`src/rtl/fadd_align_stage.sv`:
```
// ============================================================================
// fadd_align_stage
// ----------------------------------------------------------------------------
// Operand-alignment front end for the single-precision adder fadd_single.
// It accepts an IEEE-754 single-precision operand pair on a valid/ready
// handshake and unpacks both operands. It orders them by effective exponent
// and right-shifts the smaller operand's mantissa into alignment, keeping
// guard, round and sticky bits. The aligned pair is then held until the
// downstream logic takes it.
//
// Build option:
//   FADD_ALIGN_BARREL_EN  defined   -> single-cycle barrel shift at accept;
//                                      there is no ALIGN state.
//                         undefined -> iterative shifter, one bit per cycle.
//   Both builds produce bit-identical results.
//
// Ports:
//   clk            clock; all state updates on its rising edge
//   rst            asynchronous active-high reset
//   a, b           operands (IEEE-754 single)
//   in_valid       operand pair valid
//   in_ready       stage can accept a pair (IDLE only)
//   out_valid      aligned result valid (HOLD only)
//   out_ready      downstream accepts the result
//   out_sign_big   sign of the larger-exponent operand
//   out_sign_small sign of the smaller-exponent operand
//   out_exp        common (larger) biased exponent; 255 for specials
//   out_man_big    {hidden, frac[22:0], G, R, S} of the big operand
//   out_man_small  aligned {hidden, frac[22:0], G, R, S} of the small operand
//   out_inf        result is an infinity
//   out_nan        result is NaN (NaN input, or +Inf added to -Inf)
// ============================================================================
module fadd_align_stage (
    input  logic        clk,
    input  logic        rst,
    input  logic [31:0] a,
    input  logic [31:0] b,
    input  logic        in_valid,
    output logic        in_ready,
    output logic        out_valid,
    input  logic        out_ready,
    output logic        out_sign_big,
    output logic        out_sign_small,
    output logic [7:0]  out_exp,
    output logic [26:0] out_man_big,
    output logic [26:0] out_man_small,
    output logic        out_inf,
    output logic        out_nan
);

`ifdef FADD_ALIGN_BARREL_EN
    typedef enum logic [1:0] {
        S_IDLE = 2'd0,
        S_HOLD = 2'd2
    } state_t;
`else
    typedef enum logic [1:0] {
        S_IDLE  = 2'd0,
        S_ALIGN = 2'd1,
        S_HOLD  = 2'd2
    } state_t;
`endif

    // ------------------------------------------------------------------
    // Unpack and order the incoming pair (only used on the accept edge)
    // ------------------------------------------------------------------
    logic [7:0]  exp_a, exp_b;
    logic        hid_a, hid_b;
    logic [7:0]  eff_a, eff_b;
    logic [26:0] man_a, man_b;
    logic        a_big;
    logic [7:0]  exp_big_d, exp_small_d, exp_diff_d;
    logic [4:0]  shamt_d;
    logic [26:0] man_big_d, man_small_d;
    logic        sign_big_d, sign_small_d;
    logic        inf_a, inf_b, nan_a, nan_b;
    logic        special_d, nan_d;

    assign exp_a = a[30:23];
    assign exp_b = b[30:23];
    assign hid_a = (exp_a != 8'd0);
    assign hid_b = (exp_b != 8'd0);
    // Subnormals share the weight of exponent 1.
    assign eff_a = hid_a ? exp_a : 8'd1;
    assign eff_b = hid_b ? exp_b : 8'd1;
    assign man_a = {hid_a, a[22:0], 3'b000};
    assign man_b = {hid_b, b[22:0], 3'b000};

    // Ties go to a.
    assign a_big        = (eff_a >= eff_b);
    assign exp_big_d    = a_big ? eff_a : eff_b;
    assign exp_small_d  = a_big ? eff_b : eff_a;
    assign man_big_d    = a_big ? man_a : man_b;
    assign man_small_d  = a_big ? man_b : man_a;
    assign sign_big_d   = a_big ? a[31] : b[31];
    assign sign_small_d = a_big ? b[31] : a[31];
    assign exp_diff_d   = exp_big_d - exp_small_d;
    // Beyond 27 positions every mantissa bit lands in sticky anyway.
    assign shamt_d      = (exp_diff_d > 8'd27) ? 5'd27 : exp_diff_d[4:0];

    assign inf_a     = (exp_a == 8'hFF) && (a[22:0] == 23'd0);
    assign inf_b     = (exp_b == 8'hFF) && (b[22:0] == 23'd0);
    assign nan_a     = (exp_a == 8'hFF) && (a[22:0] != 23'd0);
    assign nan_b     = (exp_b == 8'hFF) && (b[22:0] != 23'd0);
    assign special_d = (exp_a == 8'hFF) || (exp_b == 8'hFF);
    assign nan_d     = nan_a || nan_b || (inf_a && inf_b && (a[31] != b[31]));

`ifdef FADD_ALIGN_BARREL_EN
    // Barrel shift: bits shifted out are ORed into the new bit 0. When
    // shamt is 27 the shifted 1 falls off the top, so the mask becomes all
    // ones and every bit is folded into sticky.
    logic [26:0] shift_mask_d;
    logic [26:0] man_shift_d;
    assign shift_mask_d = (27'd1 << shamt_d) - 27'd1;
    assign man_shift_d  = (man_small_d >> shamt_d)
                        | {26'd0, |(man_small_d & shift_mask_d)};
`endif

    // ------------------------------------------------------------------
    // State and output registers
    // ------------------------------------------------------------------
    state_t      state_q;
    logic        sign_big_q, sign_small_q;
    logic [7:0]  exp_q;
    logic [26:0] man_big_q, man_small_q;
    logic        inf_q, nan_q;
`ifndef FADD_ALIGN_BARREL_EN
    logic [4:0]  cnt_q;
`endif

    assign in_ready  = (state_q == S_IDLE);
    assign out_valid = (state_q == S_HOLD);

    always_ff @(posedge clk or posedge rst) begin
        if (rst) begin
            state_q      <= S_IDLE;
            sign_big_q   <= 1'b0;
            sign_small_q <= 1'b0;
            exp_q        <= 8'd0;
            man_big_q    <= 27'd0;
            man_small_q  <= 27'd0;
            inf_q        <= 1'b0;
            nan_q        <= 1'b0;
`ifndef FADD_ALIGN_BARREL_EN
            cnt_q        <= 5'd0;
`endif
        end else begin
            case (state_q)
                S_IDLE: begin
                    if (in_valid && in_ready) begin
                        sign_big_q   <= sign_big_d;
                        sign_small_q <= sign_small_d;
                        man_big_q    <= man_big_d;
                        if (special_d) begin
                            // Specials bypass alignment entirely.
                            exp_q       <= 8'hFF;
                            man_small_q <= man_small_d;
                            nan_q       <= nan_d;
                            inf_q       <= !nan_d;
                            state_q     <= S_HOLD;
                        end else begin
                            exp_q <= exp_big_d;
                            nan_q <= 1'b0;
                            inf_q <= 1'b0;
`ifdef FADD_ALIGN_BARREL_EN
                            man_small_q <= man_shift_d;
                            state_q     <= S_HOLD;
`else
                            man_small_q <= man_small_d;
                            cnt_q       <= shamt_d;
                            state_q     <= (shamt_d == 5'd0) ? S_HOLD : S_ALIGN;
`endif
                        end
                    end
                end
`ifndef FADD_ALIGN_BARREL_EN
                S_ALIGN: begin
                    // One-bit right shift; the new bit 0 keeps the sticky OR.
                    man_small_q <= {1'b0, man_small_q[26:2],
                                    man_small_q[1] | man_small_q[0]};
                    cnt_q       <= cnt_q - 5'd1;
                    if (cnt_q == 5'd1) begin
                        state_q <= S_HOLD;
                    end
                end
`endif
                S_HOLD: begin
                    if (out_ready) begin
                        state_q <= S_IDLE;
                    end
                end
                default: state_q <= S_IDLE;
            endcase
        end
    end

    assign out_sign_big   = sign_big_q;
    assign out_sign_small = sign_small_q;
    assign out_exp        = exp_q;
    assign out_man_big    = man_big_q;
    assign out_man_small  = man_small_q;
    assign out_inf        = inf_q;
    assign out_nan        = nan_q;

endmodule

```
`config.mk`:
```
export PLATFORM = sky130hd
export DESIGN_NAME = fadd_align_stage
export DESIGN_NICKNAME = d
export VERILOG_FILES = /design/src/rtl/fadd_align_stage.sv
export SDC_FILE = /design/constraint.sdc
export NUM_CORES = 1
export LEC_CHECK = 0
export CAP_MARGIN = 20
export CORE_ASPECT_RATIO = 1.5
export CORE_MARGIN = 4
export CORE_UTILIZATION = 51
export DETAILED_ROUTE_END_ITERATION = 10
export MAX_ROUTING_LAYER = met4
export PLACE_DENSITY = 0.94
export SLEW_MARGIN = 20
export SYNTH_ARGS = -nofsm -noshare
export SYNTH_HDL_FRONTEND = slang
export SYNTH_SLANG_ARGS = --single-unit
```
`constraint.sdc`:
```
create_clock -name clk -period 6.4 [get_ports clk]
set_clock_uncertainty 0.1 [all_clocks]
set_input_delay 1.28 -clock clk [delete_from_list [all_inputs] [get_ports clk]]
set_output_delay 1.28 -clock clk [all_outputs]
set_load 0.02 [all_outputs]
```
==> results.yml <==
run_status:
  status: "complete, no violations"
sta:
  fmax_ghz: 0.178
  setup_viol: 0
  grt_setup_unrepaired: "no"
  worst-slew-pin-transition_ps: 986
  drv_slew: 0
  fin_crit_ps: 5620
  slew_headroom_pct: 34.0
  min_period_over_period_pct: 87.8
  worst_slack_ps: 780
  hold_viol_final: 0
  finalSetupTns_ps: 0
power:
  power_density_nw_per_um2: 425
  ir_worst_vdd_mv: 0.298
  power.leakage_uw: 0.00249
worst_hold_path:
  hp-class: "reg2reg"
clocking:
  cts_tree: "built"
  clock_latency_ps: 340
  clk_pin_slew_ps: 60
  cts_sinks: 70
  cts_setup_buffers: 0
  clock_path_buffers: 2
  cts_root_buffer: "clkbuf_16"
  cts_resized: 0
  cts_hold_buf: 0
  cts_buffers: 9
  h-tree-depth: 3
routing:
  drc_errors: 0
  wl_per_cell_um: 18.2
  vias: 4775
  postRouteAntennaNets: 0
  wl_um: 14700
  dr.pass1.iters: 5
  routed_via_density: 5.95
  drtIter0Drc: 377
yosys:
  synthCells: 584
  syn_area_per_cell_um2: 7.65
  synth.distinct_cells: 57
  synth_edf_count: 0
  async_flop_share_pct: 100
  netlist_area_um2: 4470
  ys_seq_area_share_pct: 39.2
  synth-main-ff-cell: "dfrtp_1"
  yosys_warnings: 0
  ys_seq_elements: 70
floorplanning:
  die-area_um2: 10400
  die-width_um: 84.4
  io_pins: 136
  core_um2: 8460
  start_util_pct: 52.8
  die_h_um: 123
  rows: 41
worst_setup_path:
  crit_family: "compound AO/OA/AOI/OAI gates"
  cp_slowest_stage_delay_ps: 600
  arrival_ps: 5720
  path_buf_inv: 2
  cp-start-kind: "input port"
  cp_max_fo: 7
  crit_required_ps: 6500
  cp_slowest_cell: "nor4_1"
  crit_path_end_kind: "register"
  worst-setup-path-type: "in2reg"
  path_cells: "clkdlybuf4s50_1 -> nor4_1 -> a21oi_1 -> inv_1 -> ha_1 -> nand2b_4 -> a2111oi_4 -> o2111ai_1 -> o21a_1 -> ha_1 -> a211oi_4 -> o211ai_2 -> a221oi_1 -> a41oi_1 -> a311oi_2 -> a21oi_1"
finish:
  nets: 770
  mostFrequentLayoutCells: "151 x nand2_1, 132 x clkdlybuf4s50_1, 70 x dfrtp_1"
  layout_commonest_cell: "nand2_1"
  area_growth_syn_to_layout_pct: 36.6
  layout-drive-gt1-share_pct: 5.32
  fillCellCount: 634
  n_antenna_cell: 0
place:
  pre_cts_ws_ps: 532
  dp_hpwl_um: 10900
  portBuffers: 132
  place.gp.congestion: 0.917
grt:
  track_usage_pct: 28.8
  grt_max_degree: 71
  grt_pass1_vias: 4741
  overflow: 0
  antenna_found_initial: 0
  grt_pass1_wl_um: 23100
job:
  drv_cap: 0
## cell families after synthesis
kind of cell / count (synthesis) / synth area share, %
and+or+nand+nor: 256 / 24.6
xor gates and xnor gates: 10 / 1.96
other: 1 / 0.0839
adders and majority gates: 11 / 3.08
DFF: 70 / 39.2
buffers and inverters: 62 / 5.96
muxes: 3 / 0.700
AOI/OAI and AO/OA: 171 / 24.4
## Yosys cell counts (all sizes together) (3+ instances only)
cell | n | area share [%]
a21oi | 60 | 6.7
a22o | 4 | 0.81
a22oi | 3 | 0.50
a31oi | 30 | 4.2
a41oi | 3 | 0.59
and2 | 3 | 0.42
buf | 15 | 2.0
clkbuf | 29 | 2.4
dfrtp | 70 | 39
ha | 11 | 3.1
inv | 18 | 1.5
nand2 | 151 | 13
nand4 | 6 | 0.84
nor2 | 52 | 4.4
nor2b | 9 | 1.3
nor3 | 12 | 1.5
nor4 | 14 | 2.0
o211ai | 5 | 0.95
o21a | 3 | 0.50
o21ai | 39 | 4.8
o22ai | 3 | 0.42
xnor2 | 7 | 1.4
xor2 | 3 | 0.59
## path summary, 6_finish.rpt
check	cells after the start	endpoint	slack [ps]	startpoint
setup reg to reg	6	cnt_q[0]$_DFFE_PP0P_	4250	state_q[1]$_DFFE_PP0P_
hold reg to reg	2	out_man_big[26]$_DFFE_PP0P_	390	out_man_big[26]$_DFFE_PP0P_
max in group asynchronous	3	out_man_small[1]$_DFFE_PP0P_	4180	rst
min in group asynchronous	3	out_sign_big$_DFFE_PP0P_	1400	rst
hold / removal	2	out_man_big[26]$_DFFE_PP0P_	390	out_man_big[26]$_DFFE_PP0P_
setup / recovery	16	cnt_q[1]$_DFFE_PP0P_	780	b[28]
## power breakdown
part / switching, uW / internal [uW]
logic: 718 / 582
clock network: 193 / 302
registers: 151 / 648
## stage by stage
step / utilization (%) / hold WS [ps] / std cells / area, um^2 / total power [uW]
2_1_floorplan: - / 442 / 586 / 4480 / 1500
3_3_place_gp: 68.4 / 366 / 786 / 5790 / 2050
3_5_place_dp: 68.4 / 379 / 786 / 5790 / 2090
4_1_cts: 71.9 / 392 / 802 / 6080 / 2590
5_1_grt: 72.1 / 408 / 803 / 6100 / 2740
6_report: 72.1 / 386 / 803 / 6100 / 2600
## registers in the layout, indices dropped and copies added, names as in the netlist
| name | count |
|---|---|
| cnt_q | 5 |
| state_q | 2 |
| out_sign_small | 1 |
| out_inf | 1 |
| out_man_small | 27 |
| out_exp | 8 |
| out_sign_big | 1 |
| out_man_big | 24 |
| out_nan | 1 |
## routing by layer
| layer | global-route usage, % | vias to the layer above | wire length, um | share of wire, % |
|---|---|---|---|---|
| met5 | - | - | 0 | 0 |
| met4 | 13.0 | 0 | 584 | 4.0 |
| met3 | 3.49 | 41 | 808 | 5.5 |
| met2 | 51.2 | 221 | 7650 | 52 |
| met1 | 32.4 | 2267 | 5610 | 38 |
| li1 | - | 2246 | - | - |
## cell type report
cell class | instances | area, um^2 | area share, %
sequential | 70 | 1750 | 28.7
clock inverter | 5 | 58.8 | 0.963
timing repair buffer | 138 | 1380 | 22.6
clock buffer | 11 | 233 | 3.81
multi-input combinational | 454 | 2480 | 40.6
inverter | 18 | 67.6 | 1.11
tap | 107 | 134 | 2.19
## worst reg2reg max path: cells and delay by family (launching register included)
kind	cells	cell delay, ps
compound gates	3	420
simple gates	3	1120
flops	1	430
(Power assumes the default switching activity.)
